<file path="src/rtl/usbf_rx_pkt_fifo.sv">
// usbf_rx_pkt_fifo: packet-aware receive FIFO behind the USB SIE receiver.
// Received bytes are stored speculatively and are committed or rewound when
// the packet ends. The read side is a first-word-fall-through stream in which
// every byte carries a flag marking the last byte of its packet.
// Ports:
//   clk_i, rst_i (async, active-high), flush_i (sync clear of everything)
//   accept_i                      endpoint armed, sampled on the first byte
//   rx_valid_i/rx_strb_i/rx_data_i receiver stream (strb=0 marks a ZLP)
//   rx_complete_i/rx_crc_err_i    end-of-packet pulse and its CRC status
//   rd_ready_i, rd_valid_o, rd_data_o, rd_last_o   FWFT read port
//   pkt_ok_o/pkt_drop_o/zlp_o     registered end-of-packet result pulses
//   overflow_o                    sticky, set when a packet is dropped for space
//   level_o                       committed byte count
// Build option: USBF_RX_FIFO_CRC_DROP_EN rewinds and drops CRC-errored packets;
// when it is undefined, CRC errors are ignored and such packets are committed.
module usbf_rx_pkt_fifo #(
    parameter int DEPTH  = 64,
    parameter int ADDR_W = 6
) (
    input  logic              clk_i,
    input  logic              rst_i,
    input  logic              flush_i,
    input  logic              accept_i,
    input  logic              rx_valid_i,
    input  logic              rx_strb_i,
    input  logic [7:0]        rx_data_i,
    input  logic              rx_complete_i,
    input  logic              rx_crc_err_i,
    input  logic              rd_ready_i,
    output logic              rd_valid_o,
    output logic [7:0]        rd_data_o,
    output logic              rd_last_o,
    output logic              pkt_ok_o,
    output logic              pkt_drop_o,
    output logic              zlp_o,
    output logic              overflow_o,
    output logic [ADDR_W:0]   level_o
);
    typedef enum logic [1:0] {S_IDLE, S_RX, S_DROP} state_t;
    state_t state_q, state_d;
    logic [ADDR_W:0] rd_ptr_q, cmt_ptr_q, wr_ptr_q, wr_ptr_d, cmt_ptr_d, wr_prev;
    logic [8:0] mem_q [DEPTH];
    logic rx_byte, full, crc_bad, pop, we, set_last;
    logic ok_d, drop_d, zlp_d, ovf_set;
    logic ok_q, drop_q, zlp_q, ovf_q;
`ifdef USBF_RX_FIFO_CRC_DROP_EN
    assign crc_bad = rx_crc_err_i;
`else
    logic unused_crc;
    assign unused_crc = rx_crc_err_i;
    assign crc_bad    = 1'b0;
`endif
    assign rx_byte    = rx_valid_i & rx_strb_i;
    // Fullness counts speculative bytes so a packet in flight cannot overrun unread data.
    assign full       = (wr_ptr_q - rd_ptr_q) == (ADDR_W+1)'(DEPTH);
    assign wr_prev    = wr_ptr_q - 1'b1;
    assign level_o    = cmt_ptr_q - rd_ptr_q;
    assign rd_valid_o = cmt_ptr_q != rd_ptr_q;
    assign pop        = rd_valid_o & rd_ready_i;
    assign rd_data_o  = mem_q[rd_ptr_q[ADDR_W-1:0]][7:0];
    assign rd_last_o  = mem_q[rd_ptr_q[ADDR_W-1:0]][8];
    assign pkt_ok_o   = ok_q;
    assign pkt_drop_o = drop_q;
    assign zlp_o      = zlp_q;
    assign overflow_o = ovf_q;

    always_ff @(posedge clk_i or posedge rst_i)
        if (rst_i)
            state_q <= S_IDLE;
        else
            state_q <= flush_i ? S_IDLE : state_d;

    always_comb begin
        state_d   = state_q;
        wr_ptr_d  = wr_ptr_q;
        cmt_ptr_d = cmt_ptr_q;
        we        = 1'b0;
        set_last  = 1'b0;
        ok_d      = 1'b0;
        drop_d    = 1'b0;
        zlp_d     = 1'b0;
        ovf_set   = 1'b0;
        case (state_q)
            S_IDLE:
                if (rx_complete_i) begin
                    zlp_d  = accept_i & ~crc_bad;
                    drop_d = ~(accept_i & ~crc_bad);
                end else if (rx_byte) begin
                    if (!accept_i)
                        state_d = S_DROP;
                    else if (full) begin
                        ovf_set = 1'b1;
                        state_d = S_DROP;
                    end else begin
                        we       = 1'b1;
                        wr_ptr_d = wr_ptr_q + 1'b1;
                        state_d  = S_RX;
                    end
                end
            S_RX:
                if (rx_complete_i) begin
                    state_d = S_IDLE;
                    if (crc_bad) begin
                        wr_ptr_d = cmt_ptr_q;
                        drop_d   = 1'b1;
                    end else begin
                        set_last  = 1'b1;
                        cmt_ptr_d = wr_ptr_q;
                        ok_d      = 1'b1;
                    end
                end else if (rx_byte) begin
                    if (full) begin
                        ovf_set  = 1'b1;
                        wr_ptr_d = cmt_ptr_q;
                        state_d  = S_DROP;
                    end else begin
                        we       = 1'b1;
                        wr_ptr_d = wr_ptr_q + 1'b1;
                    end
                end
            S_DROP:
                if (rx_complete_i) begin
                    drop_d  = 1'b1;
                    state_d = S_IDLE;
                end
            default: state_d = S_IDLE;
        endcase
    end

    always_ff @(posedge clk_i or posedge rst_i)
        if (rst_i) begin
            rd_ptr_q  <= '0;
            cmt_ptr_q <= '0;
            wr_ptr_q  <= '0;
            ok_q      <= 1'b0;
            drop_q    <= 1'b0;
            zlp_q     <= 1'b0;
            ovf_q     <= 1'b0;
            for (int i = 0; i < DEPTH; i++) mem_q[i] <= '0;
        end else if (flush_i) begin
            rd_ptr_q  <= '0;
            cmt_ptr_q <= '0;
            wr_ptr_q  <= '0;
            ok_q      <= 1'b0;
            drop_q    <= 1'b0;
            zlp_q     <= 1'b0;
            ovf_q     <= 1'b0;
            for (int i = 0; i < DEPTH; i++) mem_q[i] <= '0;
        end else begin
            rd_ptr_q  <= pop ? rd_ptr_q + 1'b1 : rd_ptr_q;
            cmt_ptr_q <= cmt_ptr_d;
            wr_ptr_q  <= wr_ptr_d;
            ok_q      <= ok_d;
            drop_q    <= drop_d;
            zlp_q     <= zlp_d;
            ovf_q     <= ovf_q | ovf_set;
            if (we)
                mem_q[wr_ptr_q[ADDR_W-1:0]] <= {1'b0, rx_data_i};
            // The final byte is only known at rx_complete_i, so its flag is patched on commit.
            if (set_last)
                mem_q[wr_prev[ADDR_W-1:0]][8] <= 1'b1;
        end
endmodule

</file>
<file path="config.mk">
export PLATFORM = sky130hd
export DESIGN_NAME = usbf_rx_pkt_fifo
export DESIGN_NICKNAME = d
export VERILOG_FILES = /design/src/rtl/usbf_rx_pkt_fifo.sv
export SDC_FILE = /design/constraint.sdc
export NUM_CORES = 1
export LEC_CHECK = 0
export ABC_CLOCK_PERIOD_IN_PS = 17300
export CAP_MARGIN = 10
export CORE_MARGIN = 5
export CORE_UTILIZATION = 55
export DETAILED_ROUTE_END_ITERATION = 7
export GPL_TIMING_DRIVEN = 1
export PLACE_DENSITY = 0.74
export SYNTH_ARGS = -nofsm -noshare
export SYNTH_HDL_FRONTEND = slang
export SYNTH_SLANG_ARGS = --single-unit
</file>
<file path="constraint.sdc">
create_clock -name clk_i -period 17.3 [get_ports clk_i]
set_input_delay 1.73 -clock clk_i [delete_from_list [all_inputs] [get_ports clk_i]]
set_output_delay 1.73 -clock clk_i [all_outputs]
set_load 0.005 [all_outputs]
</file>
==> out/results.tsv <==
stage	metric	value	unit
clock_network	CTS Buf Count	67	
critical_path	Worst Setup End Kind	output pin	
critical_path	Critical Path Source Type	flip-flop	
critical_path	Crit Path Class	reg2out	
drt	Via-to-Cell Ratio	7.44	
sta	Slew HR	16.2	%
min_path	hold crit path type	reg2reg	
clock_network	post_cts resized	0	
floorplan	site row count	87	
flow_run	max-cap viol count	0	
synthesis	Seq/Total Area, Yosys	47.9	%
final_layout	share of layout cells above drive strength 1	12.7	%
synthesis	area share of the largest cell type after synthesis	47.9	%
pwr	combinational power share	4.1	%
sta	Worst Tran Pin Value	1.25	ns
placed_design	gpl congestion	0.896	
final_layout	Register Area	15100	sq um
sta	Max Fclk	0.130	GHz
critical_path	WP data arrival	5.98	ns
sta	final-report setup violation count	0	
global_route	largest net degree at the start of global routing	203	
pwr	share of power burned in registers	47.4	%
clock_network	Root Buffer Master	clkbuf_16	
floorplan	Die X	249	um
floorplan	core footprint	56600	sq um
clock_network	CTS clk-pin slew, worst paths	0.05	ns
placed_design	dpl hpwl	55800	um
pwr	PnR Total Power	2.98	mW
sta	final slew viol count	0	
sta	Setup Skew	0.0168	ns
sta	RSZ-0062 raised after global routing	false	
critical_path	Critical Path RT	15.57	ns
floorplan	die area	62200	sq um
clock_network	H-tree Lvls	3	
drt	WL/cell	28.1	um
clock_network	CTS tree	yes	
pwr	clock share of power	48.5	%
clock_network	worst skew pair latency	0.61	ns
global_route	first-pass GRT wire length	164000	um
clock_network	CTS Hold Bufs	0	
drt	total iterations of the first detailed-routing run	7	
final_layout	multi-input logic area	14900	sq um
clock_network	Sink Count	603	
synthesis	Synthesis Warnings	0	
global_route	initial antenna violation count	0	
sta	Final Hold Fails	0	
pwr	Max VDD drop	0.0788	mV
sta	setup TNS	0	ns
pwr	PwrDens	87.4	nW/um^2
synthesis	Synth Instances	3187	
pwr	Pint	2.28	mW
synthesis	Mean Syn Cell Area	9.88	sq um
final_layout	synth-to-layout area growth	8.18	%
global_route	vias in the first global route	28100	
clock_network	postcts setup bufs	0	
synthesis	Synth area leaders	dfrtp_1 48%, mux4_2 12%, a21oi_1 7.9%, o21ai_0 7.8%, nand3_1 5.0%	
drt	Detail Route Antenna Nets	0	
drt	Routed WL	106000	um
drt	DRC violations left	0	
pwr	Sw Share	23.4	%
final_layout	n_diodes	0	
global_route	GRT Overall Usage	33.2	%
synthesis	Unique masters post-synth	67	
sta	Final period util	44.6	%
synthesis	Yosys reg bits	603	
floorplan	I/O pins	38	
drt	Via Count	28000	
clock_network	clock buffer depth	3	
floorplan	Die Y	249	um
synthesis	ys flop type	dfrtp_1	
run_status	run status	complete, no violations	
synthesis	syn_nets	3220	
placed_design	PortBufs	36	
final_layout	FILL cells	4486	
drt	drt first-iter violations	4367	
sta	fin crit period	7.71	ns
synthesis	Async S/R FF share, synth	100	%
synthesis	synthesized cell area	31500	sq um
synthesis	Post-synth EDFFs	0	
pwr	P_leak	13.2	nW
final_layout	final net count	2999	
global_route	gr ovfl total	0	
floorplan	initial core utilization	55.6	%
pwr	NetSw	697	uW
synthesis	cell taking the most area after synthesis	dfrtp_1	
critical_path	Max FO, Critical Path	44	
layer usage:
metal	global-route usage (%)	wire, um	vias to the layer above	share of wire, %
met5	0	0	-	0
li1	-	-	11400	-
met1	44.0	37300	13900	35
met3	8.82	13900	468	13
met2	50.3	48100	2250	45
met4	17.9	6610	0	6.2
cell usage in the layout, fill, tap and decap left out, drive strengths merged, types with 5 or more instances in the layout:
master         count
nand3            313
inv               18
xnor2             10
mux4             168
o21ai            510
o31ai             10
clkdlybuf4s50     27
a21oi            499
xor2               5
nor2              41
a22oi             14
nand4            180
mux2i             57
a31oi              5
clkbuf           110
ha                15
nor3              10
nand2            185
dfrtp            603
o311ai             6
clkinv             9
nand2b             7
o221ai             6
buf               72
or3                6
nor2b              6
o211ai            58
a31o               7
worst max-delay path, stage by stage (launching register included):
cell	delay, ns
dfrtp_4	0.98
buf_4	0.93
buf_4	0.85
mux4_2	0.67
mux4_2	0.48
a22oi_1	0.55
o221ai_1	0.33
clkdlybuf4s50_1	0.52
per-stage QoR:
step | std cells | util, % | worst slack, ns | instance area, sq um | hold WS (ns)
after floorplan | 3187 | - | 7.34 | 31500 | 0.484
after global placement | 3652 | 56.3 | 10.27 | 31800 | 0.484
after detailed placement | 3652 | 56.3 | 10.25 | 31800 | 0.499
after CTS | 3770 | 60.1 | 9.61 | 34000 | 0.512
after global routing | 3771 | 60.2 | 9.21 | 34100 | 0.533
final | 3771 | 60.2 | 9.59 | 34100 | 0.502
cells in the mapped netlist (all sizes together), types with 3 or more instances:
| cell | instances |
|---|---|
| nand4 | 180 |
| a22oi | 14 |
| o2111ai | 4 |
| dfrtp | 603 |
| o21ai | 510 |
| xor2 | 5 |
| ha | 15 |
| xnor2 | 10 |
| buf | 103 |
| a31o | 7 |
| o31ai | 10 |
| nor4 | 4 |
| nand2 | 185 |
| o311a | 3 |
| nor2 | 41 |
| a21o | 3 |
| nor3 | 10 |
| mux4 | 168 |
| and3 | 4 |
| nand3 | 313 |
| nand2b | 7 |
| and2 | 4 |
| nor2b | 6 |
| or2 | 3 |
| a31oi | 5 |
| mux2i | 57 |
| a21oi | 499 |
| clkbuf | 286 |
| inv | 19 |
| o211ai | 58 |
| o311ai | 6 |
| or3 | 6 |
| o221ai | 6 |
| or4 | 3 |
cell families after synthesis:
family | after synthesis | share of synthesized area (%)
muxes | 225 | 13.8
AOI/OAI and AO/OA | 1143 | 19.6
DFF | 603 | 47.9
and+or+nand+nor | 775 | 12.4
xor gates and xnor gates | 15 | 0.441
buffers and inverters | 410 | 5.18
adders and majority gates | 16 | 0.659
power groups by stage:
stage | clock [mW] | sequential [mW] | combinational, mW
after floorplan | 0 | 1.44 | 0.0761
after global placement | 0 | 1.44 | 0.115
after detailed placement | 0 | 1.44 | 0.118
after CTS | 1.45 | 1.41 | 0.119
after global routing | 1.51 | 1.41 | 0.130
final | 1.44 | 1.41 | 0.123
final timing paths:
kind | startpoint | to | slack (ns) | depth (start not counted)
worst min-delay path | overflow_o | overflow_o | 0.50 | 2
worst max-delay path | rd_ptr_q[0] | rd_data_o[1] | 9.59 | 7
max in group asynchronous | rst_i | mem_q[25] | 12.77 | 6
worst max register to register | rd_ptr_q[1] | mem_q[421] | 11.44 | 11
worst min register to register | overflow_o | overflow_o | 0.50 | 2
min in group asynchronous | rst_i | mem_q[236] | 1.53 | 2
flip-flops by register name, indices dropped and copies added, names as in the netlist:
name        cells
rd_ptr_q        7
mem_q         576
pkt_ok_o        1
zlp_o           1
overflow_o      1
state_q         2
pkt_drop_o      1
wr_ptr_q        7
cmt_ptr_q       7
area by class of cell:
type / instances / area share, %
Inverter: 21 / 0.250
Tap cell: 756 / 2.78
Sequential cell: 603 / 44.3
Clock buffer: 110 / 6.27
Timing Repair Buffer: 99 / 2.51
Multi-Input combinational cell: 2174 / 43.7
Clock inverter: 8 / 0.191
(Power assumes the default switching activity.)
